===== config.mk =====
export PLATFORM = sky130hd
export DESIGN_NAME = adf4360_spi_monitor
export DESIGN_NICKNAME = d
export VERILOG_FILES = /design/src/rtl/adf4360_pkg.sv /design/src/rtl/adf4360_spi_monitor_sync_edge.sv /design/src/rtl/adf4360_spi_monitor.sv
export SDC_FILE = /design/constraint.sdc
export NUM_CORES = 1
export LEC_CHECK = 0
export ABC_AREA = 1
export BUFFER_PORTS_ARGS = -buffer_cell sky130_fd_sc_hd__buf_2
export CELL_PAD_IN_SITES_DETAIL_PLACEMENT = 1
export CELL_PAD_IN_SITES_GLOBAL_PLACEMENT = 2
export CORE_ASPECT_RATIO = 0.75
export CORE_MARGIN = 8
export CORE_UTILIZATION = 36
export CTS_CLUSTER_SIZE = 30
export DETAILED_ROUTE_END_ITERATION = 7
export GPL_TIMING_DRIVEN = 0
export PLACE_DENSITY_LB_ADDON = 0.12
export SYNTH_ARGS = -nofsm -noshare
export SYNTH_HDL_FRONTEND = slang
export SYNTH_SLANG_ARGS = --single-unit

===== constraint.sdc =====
create_clock -name clk_i -period 3.8 [get_ports clk_i]
set_clock_uncertainty 0.15 [all_clocks]
set_input_delay 0.57 -clock clk_i [delete_from_list [all_inputs] [get_ports clk_i]]
set_output_delay 0.57 -clock clk_i [all_outputs]
set_load 0.1 [all_outputs]

===== src/rtl/adf4360_pkg.sv =====
// ADF4360 programming-interface constants shared by the
// programmer and the board-side monitor.
package adf4360_pkg;

  localparam int WORD_W = 24;
  localparam int CNT_W  = 5;
  localparam int GAP_W  = 16;

  localparam logic [1:0] ADDR_C = 2'b00;
  localparam logic [1:0] ADDR_R = 2'b01;
  localparam logic [1:0] ADDR_N = 2'b10;
  localparam logic [1:0] ADDR_X = 2'b11;

  localparam logic [CNT_W-1:0] CNT_MAX  = 5'd31;
  localparam logic [CNT_W-1:0] CNT_WORD = 5'd24;
  localparam logic [GAP_W-1:0] GAP_MAX  = 16'hFFFF;

  localparam int ERR_LEN  = 0;
  localparam int ERR_ADDR = 1;
  localparam int ERR_GAP  = 2;

  typedef enum logic [1:0] {
    EXP_R = 2'b00,
    EXP_C = 2'b01,
    EXP_N = 2'b10
  } seq_state_t;

endpackage


===== src/rtl/adf4360_spi_monitor_sync_edge.sv =====
// Multi-flop synchroniser with a delay flop for
// rising-edge detection on one asynchronous pin.
module sync_edge #(
  parameter int   SYNC_STAGES = 2,
  parameter logic RST_VAL     = 1'b0
) (
  input  logic clk,
  input  logic rst_n,
  input  logic din,
  output logic level,
  output logic rise
);

  logic [SYNC_STAGES-1:0] sync_q;
  logic                   dly_q;

  // Reset to the pin's idle level so release
  // does not fake an edge.
  always_ff @(posedge clk or negedge rst_n) begin
    if (!rst_n) begin
      sync_q <= {SYNC_STAGES{RST_VAL}};
      dly_q  <= RST_VAL;
    end else begin
      sync_q <= {sync_q[SYNC_STAGES-2:0], din};
      dly_q  <= sync_q[SYNC_STAGES-1];
    end
  end

  assign level = sync_q[SYNC_STAGES-1];
  assign rise  = level & ~dly_q;

endmodule


===== src/rtl/adf4360_spi_monitor.sv =====
// Board-side ADF4360 3-wire receiver: deserialises,
// files R/C/N words and flags length/address/gap faults.
module adf4360_spi_monitor
  import adf4360_pkg::*;
#(
  parameter int SYNC_STAGES = 2,
  parameter int MIN_GAP     = 5
) (
  input  logic              clk_i,
  input  logic              rst_n_i,
  input  logic              sclk_i,
  input  logic              sdata_i,
  input  logic              le_i,
  output logic [WORD_W-1:0] r_o,
  output logic [WORD_W-1:0] c_o,
  output logic [WORD_W-1:0] n_o,
  output logic [WORD_W-1:0] word_o,
  output logic              word_valid_o,
  output logic              seq_done_o,
  output logic [2:0]        err_o,
  output logic              err_pulse_o
);

  localparam logic [GAP_W-1:0] MIN_GAP_V = GAP_W'(MIN_GAP);

  logic sclk_lvl;
  logic sclk_rise;
  logic sdata_lvl;
  logic sdata_rise_unused;
  logic le_lvl;
  logic le_rise;

  sync_edge #(
    .SYNC_STAGES(SYNC_STAGES),
    .RST_VAL    (1'b1)
  ) u_sclk (
    .clk  (clk_i),
    .rst_n(rst_n_i),
    .din  (sclk_i),
    .level(sclk_lvl),
    .rise (sclk_rise)
  );

  sync_edge #(
    .SYNC_STAGES(SYNC_STAGES),
    .RST_VAL    (1'b0)
  ) u_sdata (
    .clk  (clk_i),
    .rst_n(rst_n_i),
    .din  (sdata_i),
    .level(sdata_lvl),
    .rise (sdata_rise_unused)
  );

  sync_edge #(
    .SYNC_STAGES(SYNC_STAGES),
    .RST_VAL    (1'b0)
  ) u_le (
    .clk  (clk_i),
    .rst_n(rst_n_i),
    .din  (le_i),
    .level(le_lvl),
    .rise (le_rise)
  );

  logic [WORD_W-1:0] shift_q;
  logic [WORD_W-1:0] shift_nx;
  logic [CNT_W-1:0]  cnt_q;
  logic [CNT_W-1:0]  cnt_nx;
  logic [GAP_W-1:0]  gap_q;
  seq_state_t        state_q;
  seq_state_t        state_d;

  logic       shift_en;
  logic       len_ok;
  logic [1:0] addr;
  logic       len_err;
  logic       addr_err;
  logic       gap_err;
  logic       good;
  logic       is_r;
  logic       is_c;
  logic       is_n;
  logic       seq_done_d;

  // A bit arriving with the le edge is shifted
  // before the latch is judged.
  always_comb begin
    shift_en = sclk_rise & (~le_lvl | le_rise);
    shift_nx = shift_q;
    cnt_nx   = cnt_q;
    if (shift_en) begin
      shift_nx = {shift_q[WORD_W-2:0], sdata_lvl};
      if (cnt_q != CNT_MAX) begin
        cnt_nx = cnt_q + 1'b1;
      end
    end
  end

  always_comb begin
    len_ok   = (cnt_nx == CNT_WORD);
    addr     = shift_nx[1:0];
    len_err  = le_rise & ~len_ok;
    addr_err = le_rise & len_ok & (addr == ADDR_X);
    good     = le_rise & len_ok & (addr != ADDR_X);
    is_r     = good & (addr == ADDR_R);
    is_c     = good & (addr == ADDR_C);
    is_n     = good & (addr == ADDR_N);
    gap_err  = is_n & (state_q == EXP_N) &
               (gap_q < MIN_GAP_V);
  end

  always_comb begin
    state_d    = state_q;
    seq_done_d = 1'b0;
    unique case (1'b1)
      len_err, addr_err: begin
        state_d = EXP_R;
      end
      is_r: begin
        state_d = EXP_C;
      end
      is_c: begin
        state_d = (state_q == EXP_C) ? EXP_N : EXP_R;
      end
      is_n: begin
        state_d    = EXP_R;
        seq_done_d = (state_q == EXP_N);
      end
      default: begin
        state_d = state_q;
      end
    endcase
  end

  always_ff @(posedge clk_i or negedge rst_n_i) begin
    if (!rst_n_i) begin
      state_q <= EXP_R;
      shift_q <= '0;
      cnt_q   <= '0;
      gap_q   <= '0;
    end else begin
      state_q <= state_d;
      shift_q <= shift_nx;
      cnt_q   <= le_rise ? '0 : cnt_nx;
      if (is_c) begin
        gap_q <= '0;
      end else if (gap_q != GAP_MAX) begin
        gap_q <= gap_q + 1'b1;
      end
    end
  end

  always_ff @(posedge clk_i or negedge rst_n_i) begin
    if (!rst_n_i) begin
      r_o          <= '0;
      c_o          <= '0;
      n_o          <= '0;
      word_o       <= '0;
      word_valid_o <= 1'b0;
      seq_done_o   <= 1'b0;
      err_o        <= '0;
      err_pulse_o  <= 1'b0;
    end else begin
      word_valid_o <= good;
      seq_done_o   <= seq_done_d;
      err_pulse_o  <= len_err | addr_err | gap_err;
      err_o[ERR_LEN]  <= err_o[ERR_LEN] | len_err;
      err_o[ERR_ADDR] <= err_o[ERR_ADDR] | addr_err;
      err_o[ERR_GAP]  <= err_o[ERR_GAP] | gap_err;
      if (good) begin
        word_o <= shift_nx;
      end
      if (is_r) begin
        r_o <= shift_nx;
      end
      if (is_c) begin
        c_o <= shift_nx;
      end
      if (is_n) begin
        n_o <= shift_nx;
      end
    end
  end

endmodule


==> impl_results.md <==
* Status: finished, final reports clean
* Initial Util at 36.5%
* Clk root buf: clkbuf_16
* Synthesized instance count at 730
* Diode count at 0
* Synth warn at 0
* GRT overflow at 0
* PortBufs at 106
* Max Freq at about 0.36 GHz
* Crit path capture type: flip-flop
* Setup CP Type: flip-flop to flip-flop
* Worst Setup EP: c_o[9]
* First-pass GRT wire length at 31.0 mm
* Gpl congestion at roughly 0.82
* Die H at 132 um
* Number of antenna violations at the first check in global routing at 0
* Final worst slack at 1.03 ns
* Post-Syn Area at 0.00641 mm^2
* DIE WIDTH at 170 um
* Area contributors post-synth: dfrtp_1 60%, nand2_1 22%, nand3_1 3.0%, inv_1 2.9%, dfstp_2 1.2%
* Number of synthesized flops with an enable pin at 0
* Final hold slack at 0.0952 ns
* Synth Register Bits at about 160
* CP arrival at approximately 3 ns
* IO Pins at about 110
* Post-layout util at 45.5%
* TritonRoute pass-1 iters at 4
* HPWL after DPL at 13.2 mm
* Met1 Resource Use GR at between 20% and 30%
* Clock Latency Late Sink at 0.43 ns
* Synthesized net count at between 700 and 800
* Most frequent cell after synthesis: nand2_1
* Layout cells sized above 1 at 20.3%
* Asr flop ratio synth at 100%
* TritonCTS clock tree: yes
* Reg clk slew, reported paths at 0.07 ns
* TritonCTS Buffers at 17
* Vias per inst at 4.66
* R2R Setup Slk at slightly above 1 ns
* Yosys cell types at 34
* CP Launch Point: cnt_q[0]
* Core area at roughly 0.018 mm^2
* H-tree levels at 4
* Unrepaired setup endpoints after global routing: no
* # setup viols final at 0
* Crit path max fanout at 10
* Detail Route Antenna Nets at 0
* Slew margin rel. at about two fifths
* Cells on Worst Hold Path at 1
* Filler instances at 2,135
* Worst Setup Start Kind: flip-flop
* Grt met3 use at 4.76%
* R2R Path End: c_o[9]
* Fin crit period at 2.77 ns
* Post-CTS repair timing setup buffer count at 0
* Top post-synthesis cells by count: 368 x nand2_1, 154 x dfrtp_1, 49 x inv_1
* Wire per inst at between 15 and 20 um
* Final Max Tran Viols at 0
* Yosys top cell by area: dfrtp_1
* Worst-Margin Slew at 0.887 ns
* FP Rows at 42
* Clock Tree Buf Depth at 2
* Drc violations at 0
* Vias in the first global route at around 5,700
* Worst min path class: input pin to flip-flop
* Static Leakage at 4.69 nW
* Area of the die at 0.0224 mm^2
* Final Hold Viols at 0
* Total GRT Usage at approximately 18%
* Met2 GRT Util at 27.8%
* Ys flop type: dfrtp_1
* Largest net degree at the start of global routing at 91
* VDD IR max at 0.279 mV
* Post-Syn Area per Cell at 8.78 um^2
* Post-synth top area share at 60.1%
* DRT Wirelength at 18.7 mm
* Vias post-DR at roughly 5,200
* Area Overhead vs Synth at 24.6%
* Post-synthesis sequential area ratio at 61.3%
* Tcrit/Tclk final at 72.9%
* RR Startpoint: cnt_q[0]
* Final nets at 865
* Drt initial violations at ~390
* Most Crowded Layer GR: met2
* Data required, critical path at 4.02 ns
* Reg2reg path depth at 13
* Setup WS pre-CTS at 1.07 ns
* # clock sinks at about 160
* Reg area at 0.00393 mm^2
* Area of the multi-input gates at 0.00213 mm^2
* Total power at about 4.0 mW
* Max-cap violations at 0
* PwrDens at 495 mW/mm^2
==> placed cells by master (no fill, tap or decap), types with 5 or more instances in the layout <==
master     synthesis  final
nor2_1            21     21
buf_4              5      5
nand3_1           39     39
nand4_1            5      5
inv_1             49     49
o21ai_1            5      5
clkinv_4           0      5
clkbuf_16          0     17
o21ai_0            8      8
clkbuf_1           7      8
dfrtp_1          154    154
bufinv_16          0      7
xor2_1             9      9
buf_2              9    114
nor3_1             6      6
nand2_1          368    368
==> registers in the layout, indices dropped and copies added, names as in the netlist <==
name,flops
c_o,24
cnt_q,5
err_o,3
err_pulse_o,1
gap_q,16
n_o,24
r_o,24
seq_done_o,1
shift_q,24
state_q,2
u_le.dly_q,1
u_le.sync_q,2
u_sclk.dly_q,1
u_sclk.sync_q,2
u_sdata.sync_q,2
word_o,24
word_valid_o,1
==> report_power, final <==
part | total, mW | leakage (nW) | internal, mW | switching (mW)
clock network | 2.00 | 0.334 | 1.30 | 0.702
logic | 0.207 | 2.22 | 0.0406 | 0.166
registers | 1.74 | 2.13 | 1.72 | 0.0267
total | 3.96 | 4.69 | 3.06 | 0.895
==> layout make-up <==
cell class	instances	area share, %
flip-flops and latches	157	49.2
clock buffers	18	5.37
multi-input cells	493	26.6
clock inverters	14	3.34
inverters	54	2.54
plain buffers	26	1.88
well taps	242	3.79
repair buffers	108	7.24
==> logic make-up after synthesis <==
family | count (synthesis) | synth area share, %
fa+ha+maj | 3 | 0.585
xor+xnor | 10 | 1.37
flops | 157 | 61.3
simple gates | 457 | 29.2
compound gates | 23 | 2.03
buf+inv | 80 | 5.50
==> worst min-delay path by stage <==
| stage | to | from | slack (ns) |
|---|---|---|---|
| 5_1_grt | u_sclk.sync_q[0] | sclk_i | 0.08 |
| 2_1_floorplan | c_o[0] | rst_n_i | 0.12 |
| 4_1_cts | u_sclk.sync_q[0] | sclk_i | 0.08 |
| 3_3_place_gp | u_le.sync_q[1] | u_le.sync_q[0] | 0.19 |
| 6_report | u_sclk.sync_q[0] | sclk_i | 0.1 |
| 3_5_place_dp | u_le.sync_q[1] | u_le.sync_q[0] | 0.19 |
==> stage by stage <==
step	setup TNS, ns	cells	area (um^2)
finish	0	1112	7990
detailed placement	0	1079	7280
global placement	-56.81	1078	7250
global route	0	1112	7990
floorplan	0	730	6410
CTS	0	1112	7990
==> routing by layer <==
layer,part of all wire (%),vias up
met1,48,2585
met4,0.61,0
met3,4.7,11
met5,0,-
li1,-,2498
met2,46,87
==> critical path, stage by stage, from the launching register on <==
cell	delay, ns
dfrtp_1	0.43
ha_1	0.27
nand2_1	0.10
inv_1	0.04
nand2_1	0.10
nand2_1	0.10
nand2_1	0.11
nand3_1	0.12
nor2_4	0.17
nand3_2	0.14
nor3_2	0.42
buf_2	0.36
nand2_1	0.10
nand2_1	0.08
==> timing repair <==
| action | 4_1_cts | 5_1_grt |
|---|---|---|
| hold buffers | 1 | 0 |
| hold endpoints to repair | 64 | 0 |
| gates resized for setup | 0 | 0 |
(Power assumes the default switching activity.)
